--- src/rtl/trv_lsu_pkg.sv ---
// Shared definitions for the RV32I load/store unit.
//   - F3_* : RV32I funct3 encodings for loads/stores
//   - lsu_state_t : FSM state encoding (also exported on the debug port)
//   - is_misaligned / is_illegal : request decode helpers used in IDLE
package trv_lsu_pkg;

  localparam int XLEN = 32;

  localparam logic [2:0] F3_B  = 3'b000;
  localparam logic [2:0] F3_H  = 3'b001;
  localparam logic [2:0] F3_W  = 3'b010;
  localparam logic [2:0] F3_BU = 3'b100;
  localparam logic [2:0] F3_HU = 3'b101;

  typedef enum logic [2:0] {
    IDLE = 3'd0,
    RD1  = 3'd1,
    RD2  = 3'd2,
    WR   = 3'd3,
    RESP = 3'd4,
    ERR  = 3'd5
  } lsu_state_t;

  // Access size lives in funct3[1:0]; byte accesses are never misaligned.
  function automatic logic is_misaligned(input logic [2:0] funct3,
                                         input logic [1:0] addr);
    case (funct3[1:0])
      2'b01:   return addr[0];
      2'b10:   return addr != 2'b00;
      default: return 1'b0;
    endcase
  endfunction

  function automatic logic is_illegal(input logic       we,
                                      input logic [2:0] funct3);
    if (we) return funct3[2] || (funct3 == 3'b011);
    return (funct3 == 3'b011) || (funct3[2:1] == 2'b11);
  endfunction

endpackage

--- src/rtl/lsu_align.sv ---
// Lane extraction / merge for the load/store unit (purely combinational).
//   word         : memory word the access operates on
//   addr         : byte offset within the word
//   funct3       : RV32I funct3 of the access
//   store_data   : store operand (low byte/halfword used for SB/SH)
//   load_ext     : selected lane, sign- or zero-extended
//   store_merged : word with the selected lane replaced by store_data
module lsu_align
  import trv_lsu_pkg::*;
(
  input  logic [XLEN-1:0] word,
  input  logic [1:0]      addr,
  input  logic [2:0]      funct3,
  input  logic [XLEN-1:0] store_data,
  output logic [XLEN-1:0] load_ext,
  output logic [XLEN-1:0] store_merged
);

  logic [7:0]  byte_lane;
  logic [15:0] half_lane;

  assign byte_lane = word[{addr, 3'b000} +: 8];
  assign half_lane = addr[1] ? word[31:16] : word[15:0];

  always_comb begin
    load_ext = '0;
    case (funct3)
      F3_B:    load_ext = {{24{byte_lane[7]}}, byte_lane};
      F3_H:    load_ext = {{16{half_lane[15]}}, half_lane};
      F3_W:    load_ext = word;
      F3_BU:   load_ext = {24'h0, byte_lane};
      F3_HU:   load_ext = {16'h0, half_lane};
      default: load_ext = '0;
    endcase
  end

  always_comb begin
    store_merged = word;
    case (funct3[1:0])
      2'b00: store_merged[{addr, 3'b000} +: 8] = store_data[7:0];
      2'b01: begin
        if (addr[1]) store_merged[31:16] = store_data[15:0];
        else         store_merged[15:0]  = store_data[15:0];
      end
      default: store_merged = store_data;
    endcase
  end

endmodule

--- src/rtl/lsu_data.sv ---
// RV32I load/store unit in front of a word-only data memory.
// One request at a time; sub-word stores use read-modify-write.
//   clk, rst            : clock, async active-low reset
//   req_*               : request from execute. Handshake: a request is taken
//                         on a rising edge where req_valid && req_ready; the
//                         request inputs are ignored in every other cycle.
//   resp_valid/rdata/err: one-cycle completion pulse, no backpressure
//   mem_*               : word address, read/write enables, write/read data
//   dbg_state           : current FSM state
// Memory protocol: read_en is held two cycles; the memory registers its
// fetch on the first edge, so mem_rdata is sampled in the second cycle.
module lsu_data
  import trv_lsu_pkg::*;
#(
  parameter int B_WIDTH   = 32,
  parameter bit WORD_ADDR = 1'b1
) (
  input  logic               clk,
  input  logic               rst,
  input  logic               req_valid,
  output logic               req_ready,
  input  logic               req_we,
  input  logic [2:0]         req_funct3,
  input  logic [B_WIDTH-1:0] req_addr,
  input  logic [B_WIDTH-1:0] req_wdata,
  output logic               resp_valid,
  output logic [B_WIDTH-1:0] resp_rdata,
  output logic               resp_err,
  output logic [B_WIDTH-1:0] mem_addr,
  output logic               mem_read_en,
  output logic               mem_write_en,
  output logic [B_WIDTH-1:0] mem_wdata,
  input  logic [B_WIDTH-1:0] mem_rdata,
  output lsu_state_t         dbg_state
);

  if (B_WIDTH != 32) begin : g_bad_width
    $fatal(1, "lsu_data: only B_WIDTH=32 is supported");
  end

  lsu_state_t         state;
  logic [1:0]         addr_lo_q;
  logic               we_q;
  logic [2:0]         f3_q;
  logic [B_WIDTH-1:0] wdata_q;
  logic [B_WIDTH-1:0] word_q;

  logic [B_WIDTH-1:0] req_word_addr;
  logic               req_err;
  logic [B_WIDTH-1:0] align_word;
  logic [B_WIDTH-1:0] load_ext;
  logic [B_WIDTH-1:0] store_merged;

  assign req_word_addr = WORD_ADDR ? {2'b00, req_addr[B_WIDTH-1:2]}
                                   : {req_addr[B_WIDTH-1:2], 2'b00};
  assign req_err   = is_illegal(req_we, req_funct3) ||
                     is_misaligned(req_funct3, req_addr[1:0]);
  assign req_ready = (state == IDLE);
  assign dbg_state = state;

  // In RD2 the bus word is not yet in word_q; align straight from the bus so
  // the response / merged store word can be registered on the same edge.
  assign align_word = (state == RD2) ? mem_rdata : word_q;

  lsu_align u_align (
    .word         (align_word),
    .addr         (addr_lo_q),
    .funct3       (f3_q),
    .store_data   (wdata_q),
    .load_ext     (load_ext),
    .store_merged (store_merged)
  );

  always_ff @(posedge clk or negedge rst) begin
    if (!rst) begin
      state        <= IDLE;
      addr_lo_q    <= '0;
      we_q         <= 1'b0;
      f3_q         <= '0;
      wdata_q      <= '0;
      word_q       <= '0;
      resp_valid   <= 1'b0;
      resp_err     <= 1'b0;
      resp_rdata   <= '0;
      mem_addr     <= '0;
      mem_read_en  <= 1'b0;
      mem_write_en <= 1'b0;
      mem_wdata    <= '0;
    end else begin
      case (state)
        IDLE: begin
          if (req_valid) begin
            addr_lo_q <= req_addr[1:0];
            we_q      <= req_we;
            f3_q      <= req_funct3;
            wdata_q   <= req_wdata;
            mem_addr  <= req_word_addr;
            if (req_err) begin
              state      <= ERR;
              resp_valid <= 1'b1;
              resp_err   <= 1'b1;
            end else if (req_we && (req_funct3 == F3_W)) begin
              state        <= WR;
              mem_write_en <= 1'b1;
              mem_wdata    <= req_wdata;
            end else begin
              // Loads, and SB/SH which must first fetch the word to merge.
              state       <= RD1;
              mem_read_en <= 1'b1;
            end
          end
        end
        RD1: state <= RD2;
        RD2: begin
          word_q      <= mem_rdata;
          mem_read_en <= 1'b0;
          if (!we_q) begin
            state      <= RESP;
            resp_valid <= 1'b1;
            resp_rdata <= load_ext;
          end else begin
            state        <= WR;
            mem_write_en <= 1'b1;
            mem_wdata    <= store_merged;
          end
        end
        WR: begin
          mem_write_en <= 1'b0;
          state        <= RESP;
          resp_valid   <= 1'b1;
        end
        RESP, ERR: begin
          resp_valid <= 1'b0;
          resp_err   <= 1'b0;
          resp_rdata <= '0;
          state      <= IDLE;
        end
        default: state <= IDLE;
      endcase
    end
  end

endmodule

--- config.mk ---
export PLATFORM = sky130hd
export DESIGN_NAME = lsu_data
export DESIGN_NICKNAME = d
export VERILOG_FILES = /design/src/rtl/trv_lsu_pkg.sv /design/src/rtl/lsu_align.sv /design/src/rtl/lsu_data.sv
export SDC_FILE = /design/constraint.sdc
export NUM_CORES = 1
export LEC_CHECK = 0
export ABC_CLOCK_PERIOD_IN_PS = 2300
export CAP_MARGIN = 20
export CORE_ASPECT_RATIO = 0.9
export CORE_MARGIN = 2
export CORE_UTILIZATION = 45
export DETAILED_ROUTE_END_ITERATION = 6
export PLACE_DENSITY_LB_ADDON = 0.3
export SETUP_SLACK_MARGIN = 0.1
export SLEW_MARGIN = 15
export SYNTH_ARGS = -nofsm -noshare
export SYNTH_HDL_FRONTEND = slang
export SYNTH_SLANG_ARGS = --single-unit
--- constraint.sdc ---
create_clock -name clk -period 2.3 [get_ports clk]
set_input_delay 0.69 -clock clk [delete_from_list [all_inputs] [get_ports clk]]
set_output_delay 0.69 -clock clk [all_outputs]
set_load 0.02 [all_outputs]
# Word-level counts from Yosys, hierarchy flattened
# Index checks and enable logic that the tools add are counted.
# classes
n_addsub,1
n_eq_ne,22
shift,3
mux,37
n_reduce_logical,21
# ops
op,count
$mux 32,6
$pmux 32 s2,3
$pmux 32 s5,1
$mux 16,3
$bwmux 32,1
$shift 8x7->32 const A,1
$shiftx 32x6->8,1
$shiftx 8x7->32,1
$eq 3x2->1 const B,5
$mux 1,13
$eq 3x3->1 const B,4
$pmux 3 s4,1
$ne 2x2->1 const B,5
$reduce_and 5->1,2
$mux 3,3
$reduce_and 4->1,2
$reduce_bool 2->1,4
$neg 5->7,1
$eq 3x1->1 const B,2
$logic_not 3->1,2
$pmux 1 s2,3
$eq 2x1->1 const B,2
$eq 2x2->1 const B,2
$ne 2x1->1 const B,2
other kinds (11),14
# word_totals
reg_bits,171
inputBits,103
output_inout_bits,104

# Logic depth before layout (Yosys ltp)
# Gate-level depths: netlist of run 1.
# depth
ltp_word,8
mapped_depth,9
ltp_nobuf,7

# Hierarchy
# A second synthesis of run 1 with hierarchy kept.
# hier_totals
cells_unflattened,782
hier_area_um2,8852.2
# by_module_without_submodules
module,n_inst,cells_per_inst,area_each_um2,seq_area_each_um2
lsu_data,1,551,7015.5,4279.1
lsu_align,1,231,1836.8,0.0

# Worst setup path before layout of run 1
# Ideal clock, no wire load.
# synth_timing
kind,reg2reg
startpoint,register state[2] (netlist: dbg_state[2])
endpoint,register resp_rdata[21]
setup_ns,0.126
arrival_time_ns,2.553
required_ns,2.174
slack_ns,-0.379
stages_incl_launch_ff,10
n_path_buf,4
synth_period_minus_slack_ns,2.679
path_cell_list,dfrtp_1 > buf_4 > nor3b_1 > buf_6 > mux4_2 > and3b_1 > buf_6 > o31a_4 > buf_6 > a221o_1
# synth_between
elab_chain_len,6
# synth_lines
element,line,rtl
from (decl),lsu_data.sv:41,lsu_state_t state;
from (signal assigned),lsu_data.sv:76,state <= IDLE;
from (signal assigned),lsu_data.sv:99,state <= ERR;
from (signal assigned),lsu_data.sv:103,state <= WR;
$eq 3x2->1,"lsu_data.sv:63, lsu_data.sv:90",
$mux 32,--,
$shiftx 32x6->8 / $mux 16 (equally long branches),"lsu_align.sv:22, lsu_align.sv:23",
$pmux 32 s5,lsu_align.sv:27,case (funct3)
$mux 32,lsu_data.sv:117,if (!we_q) begin
$pmux 32 s2,lsu_data.sv:90,case (state)
to (signal assigned),lsu_data.sv:120,resp_rdata <= load_ext;
to (decl),lsu_data.sv:27,"output logic [B_WIDTH-1:0] resp_rdata,"
# Parallel ways exist; a longest one is shown, timed or not. The select of a mux whose other input is x is not followed.
# A chain may end at the register's enable or synchronous reset.

# Worst setup path in the final report of run 1
# layout_timing
startpoint,register state[0] (netlist: dbg_state[0])
endpoint,register resp_rdata[17]
# The elaborated chain is that of the path after synthesis.

==> results of run 1 <==
[how the worst min path moves through the flow]
stage                    endpoint  cells past startpoint
floorplan            addr_lo_q[0]                      0
global placement    mem_wdata[23]                      2
detailed placement   mem_wdata[8]                      1
CTS                   mem_addr[2]                      1
global route          mem_addr[1]                      1
finish              mem_wdata[16]                      1
[per-layer routing]
metal  vias to the layer above  wire length, um  track usage
li1                       3192                -            -
met5                         -                7            0
met4                         2              626       0.0926
met2                       367            12900        0.438
met1                      3611            11200        0.377
met3                        44             2550       0.0788
[synthesized netlist by cell type, types with 14 or more instances]
master	instances	share of area
sky130_fd_sc_hd__a21oi_1	15	0.0093
sky130_fd_sc_hd__a221o_1	19	0.024
sky130_fd_sc_hd__a221oi_1	17	0.018
sky130_fd_sc_hd__clkbuf_1	36	0.017
sky130_fd_sc_hd__dfrtp_1	171	0.53
sky130_fd_sc_hd__inv_1	28	0.013
sky130_fd_sc_hd__mux2_2	77	0.11
sky130_fd_sc_hd__mux2i_1	19	0.024
sky130_fd_sc_hd__nand2_1	79	0.037
sky130_fd_sc_hd__nor2_1	47	0.022
sky130_fd_sc_hd__o211ai_1	19	0.018
sky130_fd_sc_hd__o21ai_0	14	0.0087
sky130_fd_sc_hd__o31ai_1	15	0.014
[timing repair]
item                                    CTS  global route
endpoints found under the setup margin   68            62
gates resized for setup                  31            28
buffers inserted                          3             2
gates cloned                              4             2
pin swaps                                 4             6
endpoints found under the hold margin     0             0
[flip-flops by register name, indices dropped and copies added, names as in the netlist, 2 cells and up]
register	cells
word_q	32
mem_addr	30
dbg_state	3
wdata_q	32
resp_rdata	32
f3_q	3
mem_wdata	32
addr_lo_q	2
[power by group through the flow]
stage          sequential [uW]  combinational, uW  clock, uW
4_1_cts                   5310               8590       2930
5_1_grt                   5490               9400       3060
6_report                  5360               8900       2900
3_5_place_dp              5330               8370          0
3_3_place_gp              5280               8220          0
2_1_floorplan             6030               3920          0
[area by class of cell]
class                           instances  area [um2]  share of cell area
Antenna cell                            1        2.50            0.000209
Clock buffer                           22         484              0.0405
Clock inverter                          9         114             0.00953
Inverter                               28         105             0.00879
Multi-Input combinational cell        467        3690               0.309
Sequential cell                       171        4280               0.358
Tap cell                              240         300              0.0251
Timing Repair Buffer                  298        2980               0.249
[through the flow]
step,setup TNS [ns],instances,utilization
2_1_floorplan,-4.21,717,-
3_3_place_gp,-23.55,1192,0.625
3_5_place_dp,-26.55,1193,0.625
4_1_cts,-1.13,1231,0.669
5_1_grt,-2.03,1235,0.679
6_report,-0.944,1236,0.679
[worst reg2reg max path, stage by stage (launching register included)]
cell                      delay [ns]
sky130_fd_sc_hd__dfrtp_1        0.41
sky130_fd_sc_hd__nor3b_4        0.20
sky130_fd_sc_hd__buf_6          0.15
sky130_fd_sc_hd__mux4_2         0.52
sky130_fd_sc_hd__and3b_2        0.26
sky130_fd_sc_hd__o31a_4         0.43
sky130_fd_sc_hd__a221o_1        0.29
[logic make-up (layout without fill, tap and decap cells)]
group,Yosys count,in the layout,synth area share
multiplexers,102,102,0.143
flip-flops,171,171,0.529
adder cells (fa/ha/maj),8,8,0.0124
other,1,3,0.000464
AO/OA/AOI/OAI,181,182,0.175
buffers and inverters,80,357,0.0416
AND/OR/NAND/NOR,173,173,0.0980
==> out/summary.md, run 1 <==
## Timing
- 0 — final slew viol count
- true — setup repair after global routing missed its margin
- 0 — hold violation count in the final report
- 0.423 GHz — highest clock rate
- 0.00791 ns — maximum clock skew at final layout
- 24 — Setup-failing EPs final
- 0.223 ns — final hold slack
- 0.611 ns — pin slew with the least headroom to its limit
- 2.36 ns — post-route minimum period
- 1.03 — final critical-path share of the clock period
- 0.589 — headroom to the max-slew limit
- -0.0615 ns — minimum setup slack in the final design

## Clock network
- yes — clock tree from TritonCTS
- 4 — maximum level of the CTS H-tree
- 17 — number of CTS-inserted buffers
- 171 — clock sink count
- 0 — hold buffer count at CTS
- 2 — largest buffer count on any clock path
- sky130_fd_sc_hd__clkbuf_16 — master cell of the clock root buffer
- 0.06 ns — clock-pin slew reported for the worst setup and hold paths after clock tree synthesis
- 0.43 ns — Skew-Pair Late Insertion Delay

## Detailed routing
- 7216 — DR vias
- 610 — DR iter-0 viols
- 6 — Pre-antenna DRT Iters
- 5.84 — via-per-instance ratio
- 22.1 um — Avg WL per Cell
- 27.3 mm — Post-Route WL
- 0 — detailed-route DRC error count
- 0 — DRT antenna net count

## Critical path
- 0.51 ns — slowest stage delay, CP
- flop — crit path capture type
- 2.67 ns — data arrival time of the worst path
- -0.06 ns — reg-to-reg setup timing slack
- dbg_state[0] — source of the worst register-to-register timing path
- compound AO/OA/AOI/OAI gates — top cell family by delay on the critical path
- resp_rdata[17] — RR Endpoint
- dbg_state[0] — crit path from
- 8 — largest driver fanout on the critical path
- 6 — logic depth of the worst path, buffers included
- sky130_fd_sc_hd__mux4_2 — slowest stage cell, crit path
- 6 — depth of the worst register-to-register path
- flop — critical path startpoint category
- nor3b_4 > buf_6 > mux4_2 > and3b_2 > o31a_4 > a221o_1 — cell-by-cell listing of the critical path
- resp_rdata[17] — Worst Setup EP
- 1 — number of buffers and inverters on the critical path
- reg -> reg — classification of the worst setup path
- 2.61 ns — Critical Path RT

## Logic synthesis
- sky130_fd_sc_hd__dfrtp_1 — leading register cell type out of synthesis
- 716 — number of instances in the synthesized netlist
- 0.00808 mm2 — synthesized area
- 171 — Synth Register Bits
- 60 — number of distinct library cell variants in the gate-level netlist after synthesis
- 11.3 um2 — mean post-synth cell area
- 1.00 — share of flip-flops with an asynchronous set or reset
- 0 — Synthesis Warnings
- 0.529 — proportion of synthesized chip area in sequential cells
- 0 — Post-synth EDFFs

## Floorplan
- 0.459 — initial cell density of the core
- 131 um — die boundary height
- 46 — Row Count
- 0.0176 mm2 — core footprint
- 207 — # IOs
- 0.0190 mm2 — DIE AREA
- 145 um — x dimension of the die

## Pwr
- 0.312 — Flop pwr share
- 6770 uW — switching power summed over all nets
- 0.00530 uW — leakage power figure
- 17200 uW — Pwr Total
- 1440 mW/mm2 — Cell Pwr Density
- 0.859 mV — highest ir drop seen on vdd
- 0.519 — logic gate share of total power
- 10400 uW — internal power of the cells
- 0.395 — switching share of total power
- 0.169 — relative contribution of the clock network to total power

## Finish
- sky130_fd_sc_hd__clkdlybuf4s50_1 — commonest non-fill, non-tap cell in the layout
- sky130_fd_sc_hd__clkdlybuf4s50_1, sky130_fd_sc_hd__dfrtp_1, sky130_fd_sc_hd__nand2_1 — commonest non-fill, non-tap cells in the layout
- 47.9% — area grow syn2layout
- 1348 — fill cell count
- 1094 — net count of the finished layout
- 0.0120 mm2 — post-route cell area
- 0.252 — layout cell share with drive strength beyond 1

## Global route
- 50 — largest net degree at the start of global routing
- 1 — number of antenna violations at the first check in global routing
- 0.280 — total global routing track utilization
- 0 — overflow left after global routing
- 41.4 mm — first-pass GRT wire length
- 7299 — vias in the first global route

## Place
- 204 — number of I/O port buffers
- 0.0110 mm2 — Placed Area
- -0.555 ns — Setup WS pre-CTS
- 0.920 — Final GP Congestion
- 18.7 mm — hpwl dp

## Outcome
- setup timing — violations in the final reports
- complete, but fails checks — status

## Flow run
- 0 — Max-Cap Viols

## Worst hold path
- in -> async — class of the worst hold path

Note: power is estimated with default switching activity, not from simulation.
==> run 2: changes to the inputs <==
CORE_MARGIN = unset   (was 2)
RECOVER_POWER = 25   (was unset)
==> out/summary.md, run 2 (synthesis gave the netlist of run 1 again) <==
## Pwr
- 6680 uW — switching power summed over all nets
- 1430 mW/mm2 — Cell Pwr Density
- 0.930 mV — highest ir drop seen on vdd
- 0.392 — switching share of total power
- 0.514 — logic gate share of total power
- 0.173 — relative contribution of the clock network to total power
- 0.313 — Flop pwr share
- 0.00526 uW — leakage power figure
- 10300 uW — internal power of the cells

## Detailed routing
- 7239 — DR vias
- 0 — detailed-route DRC error count
- 670 — DR iter-0 viols
- 0 — DRT antenna net count
- 21.4 um — Avg WL per Cell
- 5.87 — via-per-instance ratio
- 26.4 mm — Post-Route WL
- 6 — Pre-antenna DRT Iters

## Place
- 204 — number of I/O port buffers
- -0.564 ns — Setup WS pre-CTS
- 0.899 — Final GP Congestion
- 18.1 mm — hpwl dp
- 0.0110 mm2 — Placed Area

## Clock network
- sky130_fd_sc_hd__clkbuf_16 — master cell of the clock root buffer
- 4 — maximum level of the CTS H-tree
- 0.43 ns — Skew-Pair Late Insertion Delay
- 0.07 ns — clock-pin slew reported for the worst setup and hold paths after clock tree synthesis
- 17 — number of CTS-inserted buffers
- 171 — clock sink count
- 2 — largest buffer count on any clock path
- yes — clock tree from TritonCTS

## Floorplan
- 46 — Row Count
- 0.0185 mm2 — DIE AREA
- 0.0176 mm2 — core footprint
- 0.459 — initial cell density of the core
- 207 — # IOs
- 143 um — x dimension of the die
- 129 um — die boundary height

## Finish
- 1360 — fill cell count
- 0.249 — layout cell share with drive strength beyond 1
- 0 — Antenna diodes
- sky130_fd_sc_hd__clkdlybuf4s50_1, sky130_fd_sc_hd__dfrtp_1, sky130_fd_sc_hd__nand2_1 — commonest non-fill, non-tap cells in the layout
- 1093 — net count of the finished layout
- 0.00367 mm2 — area of combinational cells with multiple inputs
- 0.0119 mm2 — post-route cell area
- 46.8% — area grow syn2layout
- sky130_fd_sc_hd__clkdlybuf4s50_1 — commonest non-fill, non-tap cell in the layout
- 0.00428 mm2 — sequential standard cell area

## Global route
- 0 — number of antenna violations at the first check in global routing
- 7072 — vias in the first global route
- 40.3 mm — first-pass GRT wire length
- 0.292 — total global routing track utilization
- 0 — overflow left after global routing
- 50 — largest net degree at the start of global routing

## Outcome
- setup timing — violations in the final reports
- complete, but fails checks — status

## Timing
- 2.41 ns — post-route minimum period
- 0.414 GHz — highest clock rate
- 0 — final slew viol count
- 24 — Setup-failing EPs final
- true — setup repair after global routing missed its margin
- 1.05 — final critical-path share of the clock period
- -0.113 ns — minimum setup slack in the final design
- 0 — hold violation count in the final report
- 0.386 ns — final hold slack
- 0.00964 ns — maximum clock skew at final layout
- -2.02 ns — sum of negative setup slack
- 1.03 ns — pin slew with the least headroom to its limit
- 0.310 — headroom to the max-slew limit

## Critical path
- nor3b_4 > mux4_2 > and3b_2 > o31a_4 > a221o_1 — cell-by-cell listing of the critical path
- reg -> reg — classification of the worst setup path
- 0.57 ns — slowest stage delay, CP
- 16 — largest driver fanout on the critical path
- 2.72 ns — data arrival time of the worst path
- flop — crit path capture type
- 2.60 ns — Critical Path RT
- flop — critical path startpoint category
- sky130_fd_sc_hd__mux4_2 — slowest stage cell, crit path

## Flow run
- 0 — Max-Cap Viols

## Worst hold path
- in -> async — class of the worst hold path

==> run 2: cell types whose count changed in the layout (fill, tap and decap cells not counted), sizes merged <==
cell	before	now
bufinv	2	3
dlygate4sd2	5	6
clkdlybuf4s50	194	192
clkbuf	24	26
clkinv	4	2
o31a	2	1
clkinvlp	3	4
inv	28	29
diode	1	0
clkdlybuf4s15	2	0
buf	94	93
dlymetal6s2s	1	2
==> run 2: stage by stage <==
step | cells | utilization | power [uW]
floorplan | 717 | - | 9950
global placement | 1194 | 0.625 | 13500
detailed placement | 1194 | 0.626 | 13700
CTS | 1234 | 0.671 | 16800
global route | 1234 | 0.673 | 17900
finish | 1234 | 0.673 | 17000
==> run 2: final cells by class <==
| type | instances | share of cell area |
|---|---|---|
| repair buffers | 298 | 0.245 |
| clock inverters | 10 | 0.0120 |
| multi-input cells | 466 | 0.309 |
| inverters | 28 | 0.00886 |
| clock buffers | 21 | 0.0380 |
| well taps | 240 | 0.0253 |
| flip-flops and latches | 171 | 0.361 |
==> run 2: metal layers <==
layer,routed length (um),track usage,part of all wire,vias to the layer above
met5,0,0,0,-
met4,372,0.0601,0.014,0
met3,2500,0.0758,0.095,36
met2,12300,0.462,0.47,403
met1,11200,0.408,0.42,3618
li1,-,-,-,3182
==> run 2: what timing repair did <==
item | CTS | global route
cloned | 4 | 0
pin swaps | 6 | 4
hold buffers | 0 | 0
gates resized for setup | 35 | 28
setup endpoints to repair | 70 | 63
setup buffers | 5 | 0
==> run 2: worst max-delay path: cells and delay by family (launching register included) <==
kind / cells / cell delay, ns
muxes: 1 / 0.57
and+or+nand+nor: 2 / 0.58
AOI/OAI and AO/OA: 2 / 0.72
DFF: 1 / 0.42
==> run 2: path summary, 6_finish.rpt <==
path | from | end | slack (ns) | cells after the start
worst min register to register | mem_wdata[8] | mem_wdata[8] | 0.47 | 1
min in group clk | mem_wdata[8] | mem_wdata[8] | 0.47 | 1
max in group asynchronous | rst | resp_rdata[8] | 0.36 | 2
worst max-delay path | dbg_state[2] | resp_rdata[22] | -0.11 | 5
worst max register to register | dbg_state[2] | resp_rdata[22] | -0.11 | 5
worst min-delay path | rst | mem_addr[4] | 0.39 | 1
==> run 2: power groups by stage <==
| stage | sequential [uW] | combinational [uW] | clock, uW |
|---|---|---|---|
| 5_1_grt | 5460 | 9310 | 3080 |
| 4_1_cts | 5280 | 8550 | 2960 |
| 6_report | 5330 | 8750 | 2940 |
| 3_3_place_gp | 5270 | 8230 | 0 |
| 3_5_place_dp | 5310 | 8360 | 0 |
| 2_1_floorplan | 6030 | 3920 | 0 |
